`src/rtl/pipe_pkg.sv`:
```
// Shared definitions for the elastic pipeline register: default payload width
// and the occupancy counter width helper.
package pipe_pkg;

   localparam int DEFAULT_WIDTH = 32;

   // Bits needed to count 0..depth valid stages inclusive.
   function automatic int occ_width(input int depth);
      return $clog2(depth + 1);
   endfunction

endpackage

```
`src/rtl/pipe_elastic_slot.sv`:
```
// One stage of the elastic pipeline: a valid bit and payload register that load
// from their source when the stage is allowed to advance.
module pipe_elastic_slot
   import pipe_pkg::*;
#(
   parameter int WIDTH      = DEFAULT_WIDTH,
   parameter bit CLEAR_DATA = 1'b1
) (
   input  logic             clk,
   input  logic             reset,
   input  logic             flush,
   input  logic             adv,
   input  logic             src_valid,
   input  logic [WIDTH-1:0] src_data,
   output logic             valid,
   output logic [WIDTH-1:0] data
);

   // Reset beats flush, which beats a normal advance; payload only moves with a valid source.
   always_ff @(posedge clk) begin
      if (reset) begin
         valid <= 1'b0;
         data  <= '0;
      end else if (flush) begin
         valid <= 1'b0;
         if (CLEAR_DATA) begin
            data <= '0;
         end
      end else if (adv) begin
         valid <= src_valid;
         if (src_valid) begin
            data <= src_data;
         end
      end
   end

endmodule

```
`src/rtl/pipe_elastic.sv`:
```
// DEPTH-stage elastic pipeline with per-stage backpressure, bubble collapse,
// single-cycle flush and occupancy reporting.
module pipe_elastic
   import pipe_pkg::*;
#(
   parameter int WIDTH      = DEFAULT_WIDTH,
   parameter int DEPTH      = 2,
   parameter bit CLEAR_DATA = 1'b1
) (
   input  logic                          clk,
   input  logic                          reset,
   input  logic                          flush,
   input  logic                          in_valid,
   output logic                          in_ready,
   input  logic [WIDTH-1:0]              in_data,
   output logic                          out_valid,
   input  logic                          out_ready,
   output logic [WIDTH-1:0]              out_data,
   output logic [occ_width(DEPTH)-1:0]   occupancy
);

   localparam int OCC_W = occ_width(DEPTH);

   logic [DEPTH-1:0] v;
   logic [WIDTH-1:0] d [DEPTH];
   logic [DEPTH:0]   adv;
   logic [OCC_W-1:0] count;

   // A stage may load when it is empty or the stage ahead of it is moving.
   always_comb begin
      adv[DEPTH] = out_ready;
      for (int i = DEPTH - 1; i >= 0; i--) begin
         adv[i] = ~v[i] | adv[i+1];
      end
   end

   for (genvar i = 0; i < DEPTH; i++) begin : g_stage
      logic             src_valid;
      logic [WIDTH-1:0] src_data;

      if (i == 0) begin : g_head
         assign src_valid = in_valid;
         assign src_data  = in_data;
      end else begin : g_body
         assign src_valid = v[i-1];
         assign src_data  = d[i-1];
      end

      pipe_elastic_slot #(
         .WIDTH      (WIDTH),
         .CLEAR_DATA (CLEAR_DATA)
      ) u_slot (
         .clk       (clk),
         .reset     (reset),
         .flush     (flush),
         .adv       (adv[i]),
         .src_valid (src_valid),
         .src_data  (src_data),
         .valid     (v[i]),
         .data      (d[i])
      );
   end

   // Occupancy reflects registered state only, not this cycle's input.
   always_comb begin
      count = '0;
      for (int i = 0; i < DEPTH; i++) begin
         count = count + OCC_W'(v[i]);
      end
   end

   assign in_ready  = adv[0] & ~flush;
   assign out_valid = v[DEPTH-1] & ~flush;
   assign out_data  = d[DEPTH-1];
   assign occupancy = count;

endmodule

```
`config.mk`:
```
export PLATFORM = sky130hd
export DESIGN_NAME = pipe_elastic
export DESIGN_NICKNAME = d
export VERILOG_FILES = /design/src/rtl/pipe_pkg.sv /design/src/rtl/pipe_elastic_slot.sv /design/src/rtl/pipe_elastic.sv
export SDC_FILE = /design/constraint.sdc
export NUM_CORES = 1
export LEC_CHECK = 0
export ABC_AREA = 1
export BUFFER_PORTS_ARGS = -buffer_cell sky130_fd_sc_hd__buf_2
export CORE_MARGIN = 4
export CORE_UTILIZATION = 47
export CTS_CLUSTER_SIZE = 12
export DETAILED_ROUTE_END_ITERATION = 10
export GPL_TIMING_DRIVEN = 0
export PLACE_DENSITY_LB_ADDON = 0.12
export REMOVE_ABC_BUFFERS = 1
export SYNTH_ARGS = -nofsm -noshare
export SYNTH_HDL_FRONTEND = slang
export SYNTH_SLANG_ARGS = --single-unit
```
`constraint.sdc`:
```
create_clock -name clk -period 1.2 [get_ports clk]
set_clock_uncertainty 0.1 [all_clocks]
set_input_delay 0.06 -clock clk [delete_from_list [all_inputs] [get_ports clk]]
set_output_delay 0.06 -clock clk [all_outputs]
set_load 0.01 [all_outputs]
```
Word level (Yosys, flattened, before mapping)
Index checks and enable logic that the tools add are counted.
Storage, ports and cells
  flip-flop bits (word level): 66
  input bits: 37
  output and inout bits: 36
Operators by class
  add/subtract/negate cells: 1
  reductions and logical operators: 3
  bitwise operators: 7
Operators by type and width (count)
  2-bit AND reduction: 2
  1-bit inverter: 3
  1-bit by 1-bit adder with 2-bit output: 1
  1-bit AND: 2
  1-bit OR: 2
  2-bit OR reduction: 1

Depth between registers and ports, before layout
Gate-level depths: netlist of the first run.
  word-level depth: 4
  gate-level depth with buffers: 7
  mapped depth without buffers: 5

By module
Synthesis of the first run repeated with hierarchy kept, for this count alone.
Second synthesis, totals
  cells, all modules: 427
  area total of the unflattened synthesis: 2793.9 µm²
Modules (own cells, without submodules)
  pipe_elastic_slot: times used 2, area an instance 1372.6 µm², cells an instance 209
  pipe_elastic: times used 1, area an instance 48.8 µm², cells an instance 9

Least setup slack after synthesis of the first run
Ideal clock, no wire load.
  path kind: reg2reg
  from: reg g_stage[0].u_slot.valid
  to: reg g_stage[0].u_slot.data[10]
  setup slack: -0.060 ns
  period minus slack after synthesis: 1.260 ns
  stages on the path, launching flop included: 7
  path buffers: 3
  arrival time: 1.045 ns
  library setup time: 0.115 ns
  cells stage by stage: dfxtp_1 > buf_2 > nand3_1 > buf_4 > buf_4 > a21oi_1 > nor2_1
Between the ends
  word-level cells in the longest chain between the ends: 3
RTL lines
  start, declared: line pipe_elastic_slot.sv:15  | output logic valid,
  start signal, assigned: line pipe_elastic_slot.sv:30  | valid <= src_valid;
  1-bit inverter: line pipe_elastic.sv:33  | adv[i] = ~v[i] | adv[i+1];
  1-bit OR: line pipe_elastic.sv:33
  2-bit AND reduction (no line)
  end signal, assigned: line pipe_elastic_slot.sv:32  | data <= src_data;
  end, declared: line pipe_elastic_slot.sv:16  | output logic [WIDTH-1:0] data
Every way passes these cells.
A chain may end at the register's enable or synchronous reset.

Worst setup path after layout of the first run
  from: reg g_stage[1].u_slot.valid
  to: out in_ready
Between the ends
  word-level cells in the longest chain between the ends: 4
RTL lines
  start, declared: line pipe_elastic_slot.sv:15
  start signal, assigned: line pipe_elastic_slot.sv:30
  1-bit inverter: line pipe_elastic.sv:33
  1-bit OR (2 in a row): line pipe_elastic.sv:33
  1-bit AND: line pipe_elastic.sv:72  | assign in_ready = adv[0] & ~flush;
  end, declared: line pipe_elastic.sv:14  | output logic in_ready,
Every way passes these cells.

==> results of run 1 <==
## repair_timing
item,4_1_cts,5_1_grt
endpoints found under the hold margin,32,0
hold buffers,32,0
buffers inserted,23,2
endpoints found under the setup margin,70,70
cloned,9,2
gates resized for setup,40,43
pin swaps,15,23
## cells by family after synthesis
logic type	count (synthesis)	synth area share, %
buffers and inverters	70	10.6
adder cells (fa/ha/maj)	1	0.441
flip-flops	66	46.6
AND/OR/NAND/NOR	229	36.0
AO/OA/AOI/OAI	35	6.31
## worst max-delay path, delay by kind of cell, from the launching register on
family | cells | cell delay [ns]
buffers and inverters | 3 | 0.31
flip-flops | 1 | 0.39
AND/OR/NAND/NOR | 2 | 0.16
## synthesized netlist by cell type, drive strengths merged
cell type,n
a21oi,35
buf,20
clkbuf,11
dfxtp,66
ha,1
inv,39
nand2,66
nand3,33
nand3b,32
nor2,98
## cell usage in the layout (no fill, tap or decap), drive strengths merged
| cell | n |
|---|---|
| nand3 | 35 |
| dlygate4sd3 | 32 |
| a21oi | 36 |
| inv | 38 |
| dfxtp | 66 |
| nand3b | 32 |
| clkinvlp | 1 |
| nor2 | 98 |
| clkbuf | 16 |
| ha | 1 |
| clkinv | 3 |
| nand2 | 67 |
| buf | 101 |
## per-stage QoR
step                std cells  utilization, %  total power (uW)  area, um^2
finish                    601            75.1              4620        4420
global route              601            75.1              4810        4420
CTS                       599            72.1              4590        4240
detailed placement        519            54.3              2800        3190
global placement          517            53.3              2800        3130
floorplan                 370               -              2630        2680
## state kept, by name, indices dropped and copies added (netlist names)
| name | flops |
|---|---|
| g_stage.u_slot.data | 64 |
| g_stage.u_slot.valid | 2 |
## final cells by class
type                    count  area share (%)
clock buffers              13            3.37
clock inverters             3           0.340
inverters                  39            3.40
multi-input cells         269            33.4
flip-flops and latches     66            30.1
well taps                  75            2.12
repair buffers            136            27.3
## path summary, 6_finish.rpt
kind	slack, ns	depth (start not counted)	endpoint	start
worst max-delay path	-0.13	5	in_ready	g_stage[1].u_slot.valid$_SDFFE_PP0P_
worst min register to register	0.36	2	g_stage[0].u_slot.data[31]$_SDFFE_PP0P_	g_stage[0].u_slot.data[31]$_SDFFE_PP0P_
worst min-delay path	0.03	4	g_stage[0].u_slot.data[4]$_SDFFE_PP0P_	reset
worst max register to register	-0.11	6	g_stage[0].u_slot.data[9]$_SDFFE_PP0P_	g_stage[1].u_slot.valid$_SDFFE_PP0P_
## power groups by stage
| stage | logic (uW) | clock network (uW) | registers (uW) |
|---|---|---|---|
| 2_1_floorplan | 271 | 0 | 2360 |
| 3_3_place_gp | 444 | 0 | 2350 |
| 3_5_place_dp | 447 | 0 | 2360 |
| 4_1_cts | 651 | 1640 | 2290 |
| 5_1_grt | 776 | 1720 | 2310 |
| 6_report | 698 | 1620 | 2300 |
## routing by layer
layer | wire [um] | track usage, %
met1 | 3470 | 27.7
met2 | 4460 | 41.8
met3 | 398 | 4.32
met4 | 317 | 13.2
met5 | 0 | 0
==> metrics.cfg, run 1 <==
[setup_path]
crit_slowest_cell=dfxtp_4
startpoint_type=flop
cp.arrival_ns=1.17
worstPathRequired_ns=1.04
cp-end-kind=primary output
path_class=reg -> out
crit_chain=nand3_4 -> buf_12 -> nand2_4 -> inv_2 -> buf_6
cpPeakStageDelay_ns=0.39
worstPathMaxFanout=3

[layout]
multiInputGateArea_mm2=0.00148
final_net_count=559
n_antenna_cell=0
seqCellArea_mm2=0.00133
n_fill_cell=468
drive_gt1_share_pct=31.6
area_delta_synth_final_pct=55.9

[logic_synthesis]
synth-seq-cells=66
yosysSeqAreaShare_pct=46.6
synthDistinctLibCells=14
yosys.area.top_type_share_pct=46.6
synth.cell_area_mm2=0.00283
syn_area_per_cell_um2=7.07
synth_area_leaders=dfxtp_1, nor2_1, nand2_1
netlist_instances=401
yosys_warnings=0
synth_top_cell_by_area=dfxtp_1

[drt]
drt_iter0_markers=149
first_pass_iters=4
antenna_left=0
vias=3015
route.detailed.drc=0
wl_per_cell_um=14.4
drt-vias-per-instance=5.02
routed_wl_um=8650

[placement]
post-dp-hpwl_um=3450
dp_slack_ns=-1.62
io_buffers=72
routabilityCongestion=0.681

[sta]
setup_slack_ns=-0.133
hold_viol_final=0
tightest_slew_ns=0.847
fmax_mhz=750
setup_viol=68
min_period_ns=1.33
drv_slew=0
min_period_over_period_pct=111
rsz0062_at_grt=true
relSlewSlack_pct=43.5
fin_worst_hold_slack_ns=0.0344
tns_ns=-3.92

[global_route]
gr-total-overflow=0
grt_start_max_net_pins=66
grt_use_total_pct=24.0
antenna_found_initial=0
grt_pass1_vias=2788
grt_pass1_wl_um=13700

[power_and_ir_drop]
seqPwrFrac_pct=49.8
p_comb_share_pct=15.1
power_density_mw_per_mm2=1050
intPower_uw=3410
peakVddDrop_mv=0.674
clock_power_share_pct=35.1
p_sw_uw=1210
swShare_pct=26.1
p_leak_uw=0.00204

[die]
die_h_um=85.7
fp.dieW_um=85.7
start_util_pct=48.2
coreArea_mm2=0.00589
num_rows=28
io_pins=73
die_area_mm2=0.00734

[clock_tree]
ctsLongestPathBuffers=2
cts_buffers=9
clk_latency_ns=0.34
clock_sinks=66
clkSlewWorstSetupHoldPaths_ns=0.07
cts_tree=yes
htree_levels=3
cts_root_buffer=clkbuf_8

[outcome]
violations=negative setup slack
status=finished with violations

[worst_hold_path]
hp-class=in -> reg

[job]
maxCapViolations=0

No activity file was read; power rests on OpenSTA's default activity.
==> run 2, diff against run 1 <==
Settings changed: RECOVER_POWER set to 25.
==> metrics.cfg, run 2 (synthesized netlist as in run 1, its figures left out) <==
[outcome]
status=finished with violations  ; unchanged
violations=negative setup slack  ; unchanged

[die]
fp.dieW_um=85.7  ; unchanged
num_rows=28  ; unchanged
start_util_pct=48.2  ; unchanged
die_h_um=85.7  ; unchanged
io_pins=73  ; unchanged
die_area_mm2=0.00734  ; unchanged
coreArea_mm2=0.00589  ; unchanged

[setup_path]
crit_chain=nand3_4 -> buf_12 -> nand2_4 -> inv_2 -> buf_6  ; unchanged
reg2reg_to=g_stage[0].u_slot.data[17]$_SDFFE_PP0P_  ; was g_stage[0].u_slot.data[9]$_SDFFE_PP0P_
worstPathRequired_ns=1.04  ; about the same
worstPathMaxFanout=4  ; was 3
cp-end-kind=primary output  ; unchanged
cpPeakStageDelay_ns=0.39  ; about the same
crit_slowest_cell=dfxtp_4  ; unchanged
startpoint_type=flop  ; unchanged
rr_startpoint=g_stage[0].u_slot.valid$_SDFFE_PP0P_  ; was g_stage[1].u_slot.valid$_SDFFE_PP0P_
r2r_cells=6  ; unchanged
r2r_slack_ns=-0.12  ; was -0.11 ns
path_class=reg -> out  ; unchanged
cp.arrival_ns=1.17  ; about the same

[layout]
final_common_cell=nor2_1  ; unchanged
area_delta_synth_final_pct=55.6  ; was 55.9%
reg.largest.list=g_stage.u_slot.data (64), g_stage.u_slot.valid (2)  ; unchanged
stdcell_area_mm2=0.00441  ; was 0.00442 mm^2
layout_common_cells=nor2_1, dfxtp_1, nand2_1, buf_2, inv_1  ; was nor2_1, buf_2, dfxtp_1, nand2_1, inv_1
drive_gt1_share_pct=30.0  ; was 31.6%
n_antenna_cell=0  ; unchanged
stdcell_count=601  ; unchanged
regMostFlops=g_stage.u_slot.data  ; unchanged
final_net_count=559  ; unchanged
largest_reg_flops=64  ; unchanged

[placement]
routabilityCongestion=0.681  ; unchanged
io_buffers=72  ; unchanged
post-dp-hpwl_um=3450  ; unchanged
place_area_mm2=0.00319  ; unchanged
dp.cells=519  ; unchanged

[clock_tree]
cts_buffers=9  ; unchanged
cts_tree=yes  ; unchanged
clk_latency_ns=0.34  ; about the same
clock_sinks=66  ; unchanged
cts_root_buffer=clkbuf_8  ; unchanged
htree_levels=3  ; unchanged
ctsLongestPathBuffers=2  ; unchanged
clkSlewWorstSetupHoldPaths_ns=0.07  ; about the same

[sta]
tns_ns=-3.86  ; was -3.92 ns
relSlewSlack_pct=42.8  ; was 43.5%
tightest_slew_ns=0.858  ; was 0.847 ns
setup_slack_ns=-0.134  ; was -0.133 ns
min_period_over_period_pct=111  ; about the same
rsz0062_at_grt=true  ; unchanged
hold_viol_final=0  ; unchanged
fmax_mhz=750  ; about the same
setup_viol=67  ; was 68
drv_slew=0  ; unchanged
fin_worst_hold_slack_ns=0.0334  ; was 0.0344 ns
min_period_ns=1.33  ; about the same

[drt]
drt-vias-per-instance=5.02  ; about the same
wl_per_cell_um=14.5  ; was 14.4 um
route.detailed.drc=0  ; unchanged
first_pass_iters=4  ; unchanged
drt_iter0_markers=148  ; was 149
antenna_left=0  ; unchanged
vias=3019  ; was 3015
routed_wl_um=8690  ; was 8650 um

[worst_hold_path]
hold-path-endpoint=g_stage[0].u_slot.data[4]$_SDFFE_PP0P_  ; unchanged
min_path_cells=4  ; unchanged
hp-start=reset  ; unchanged
hp-class=in -> reg  ; unchanged

[power_and_ir_drop]
p_leak_uw=0.00200  ; was 0.00204 uW
peakVddDrop_mv=0.675  ; was 0.674 mV
power_density_mw_per_mm2=1050  ; about the same

[global_route]
antenna_found_initial=0  ; unchanged
globalRouteMet1Util_pct=27.7  ; unchanged
top_usage_layer=met2  ; unchanged
grt_use_total_pct=24.0  ; unchanged
gr-total-overflow=0  ; unchanged
met2_usage_pct=41.8  ; unchanged
grt_start_max_net_pins=66  ; unchanged
grt_pass1_vias=2788  ; unchanged
use_met3_pct=4.32  ; unchanged
grt_pass1_wl_um=13700  ; unchanged

[job]
maxCapViolations=0  ; unchanged

## run 2: how the worst max path moves through the flow
stage                                               from                                      end  slack (ns)  depth (start not counted)
floorplan           g_stage[0].u_slot.valid$_SDFFE_PP0P_   g_stage[0].u_slot.data[0]$_SDFFE_PP0P_       -1.63                          3
global placement    g_stage[0].u_slot.valid$_SDFFE_PP0P_   g_stage[0].u_slot.data[7]$_SDFFE_PP0P_       -2.93                          3
detailed placement  g_stage[0].u_slot.valid$_SDFFE_PP0P_  g_stage[0].u_slot.data[24]$_SDFFE_PP0P_       -1.62                          4
CTS                 g_stage[0].u_slot.valid$_SDFFE_PP0P_                                 in_ready       -0.14                          5
global route        g_stage[1].u_slot.valid$_SDFFE_PP0P_   g_stage[1].u_slot.data[7]$_SDFFE_PP0P_       -0.18                          6
finish              g_stage[0].u_slot.valid$_SDFFE_PP0P_                                 in_ready       -0.13                          5
## run 2: area by class of cell
class,count,area [um^2]
clock inverters,3,15.0
flip-flops and latches,66,1330
well taps,75,93.8
repair buffers,136,1190
inverters,39,150
fillers,474,1480
multi-input cells,269,1480
clock buffers,13,149
## run 2: power by group
part	internal (uW)	total (uW)	switching [uW]
sequential	2260	2300	39.9
clock	799	1620	824
combinational	354	698	344
## run 2: metrics by stage
step	utilization (%)	setup WS, ns	power, uW
after floorplan	-	-1.63	2630
after global placement	53.3	-2.93	2800
after detailed placement	54.3	-1.62	2800
after CTS	72.1	-0.143	4590
after global routing	74.9	-0.177	4800
final	74.9	-0.134	4620
## run 2: worst max-delay path: cells and delay by family, from the launching register on
family,cells,cell delay [ns]
flip-flops,1,0.39
buffers and inverters,3,0.31
AND/OR/NAND/NOR,2,0.15
## run 2: routing by layer
layer,up-vias,routed length [um]
met5,-,0
met1,1406,3490
met3,26,397
met4,0,317
li1,1499,-
met2,88,4480
## run 2: timing repair
action | in CTS | in global routing
resized for setup | 40 | 43
pin swaps | 15 | 23
setup buffers | 23 | 2
endpoints found under the setup margin | 70 | 70
hold buffers | 32 | 0
endpoints found under the hold margin | 32 | 0
gates cloned | 9 | 2
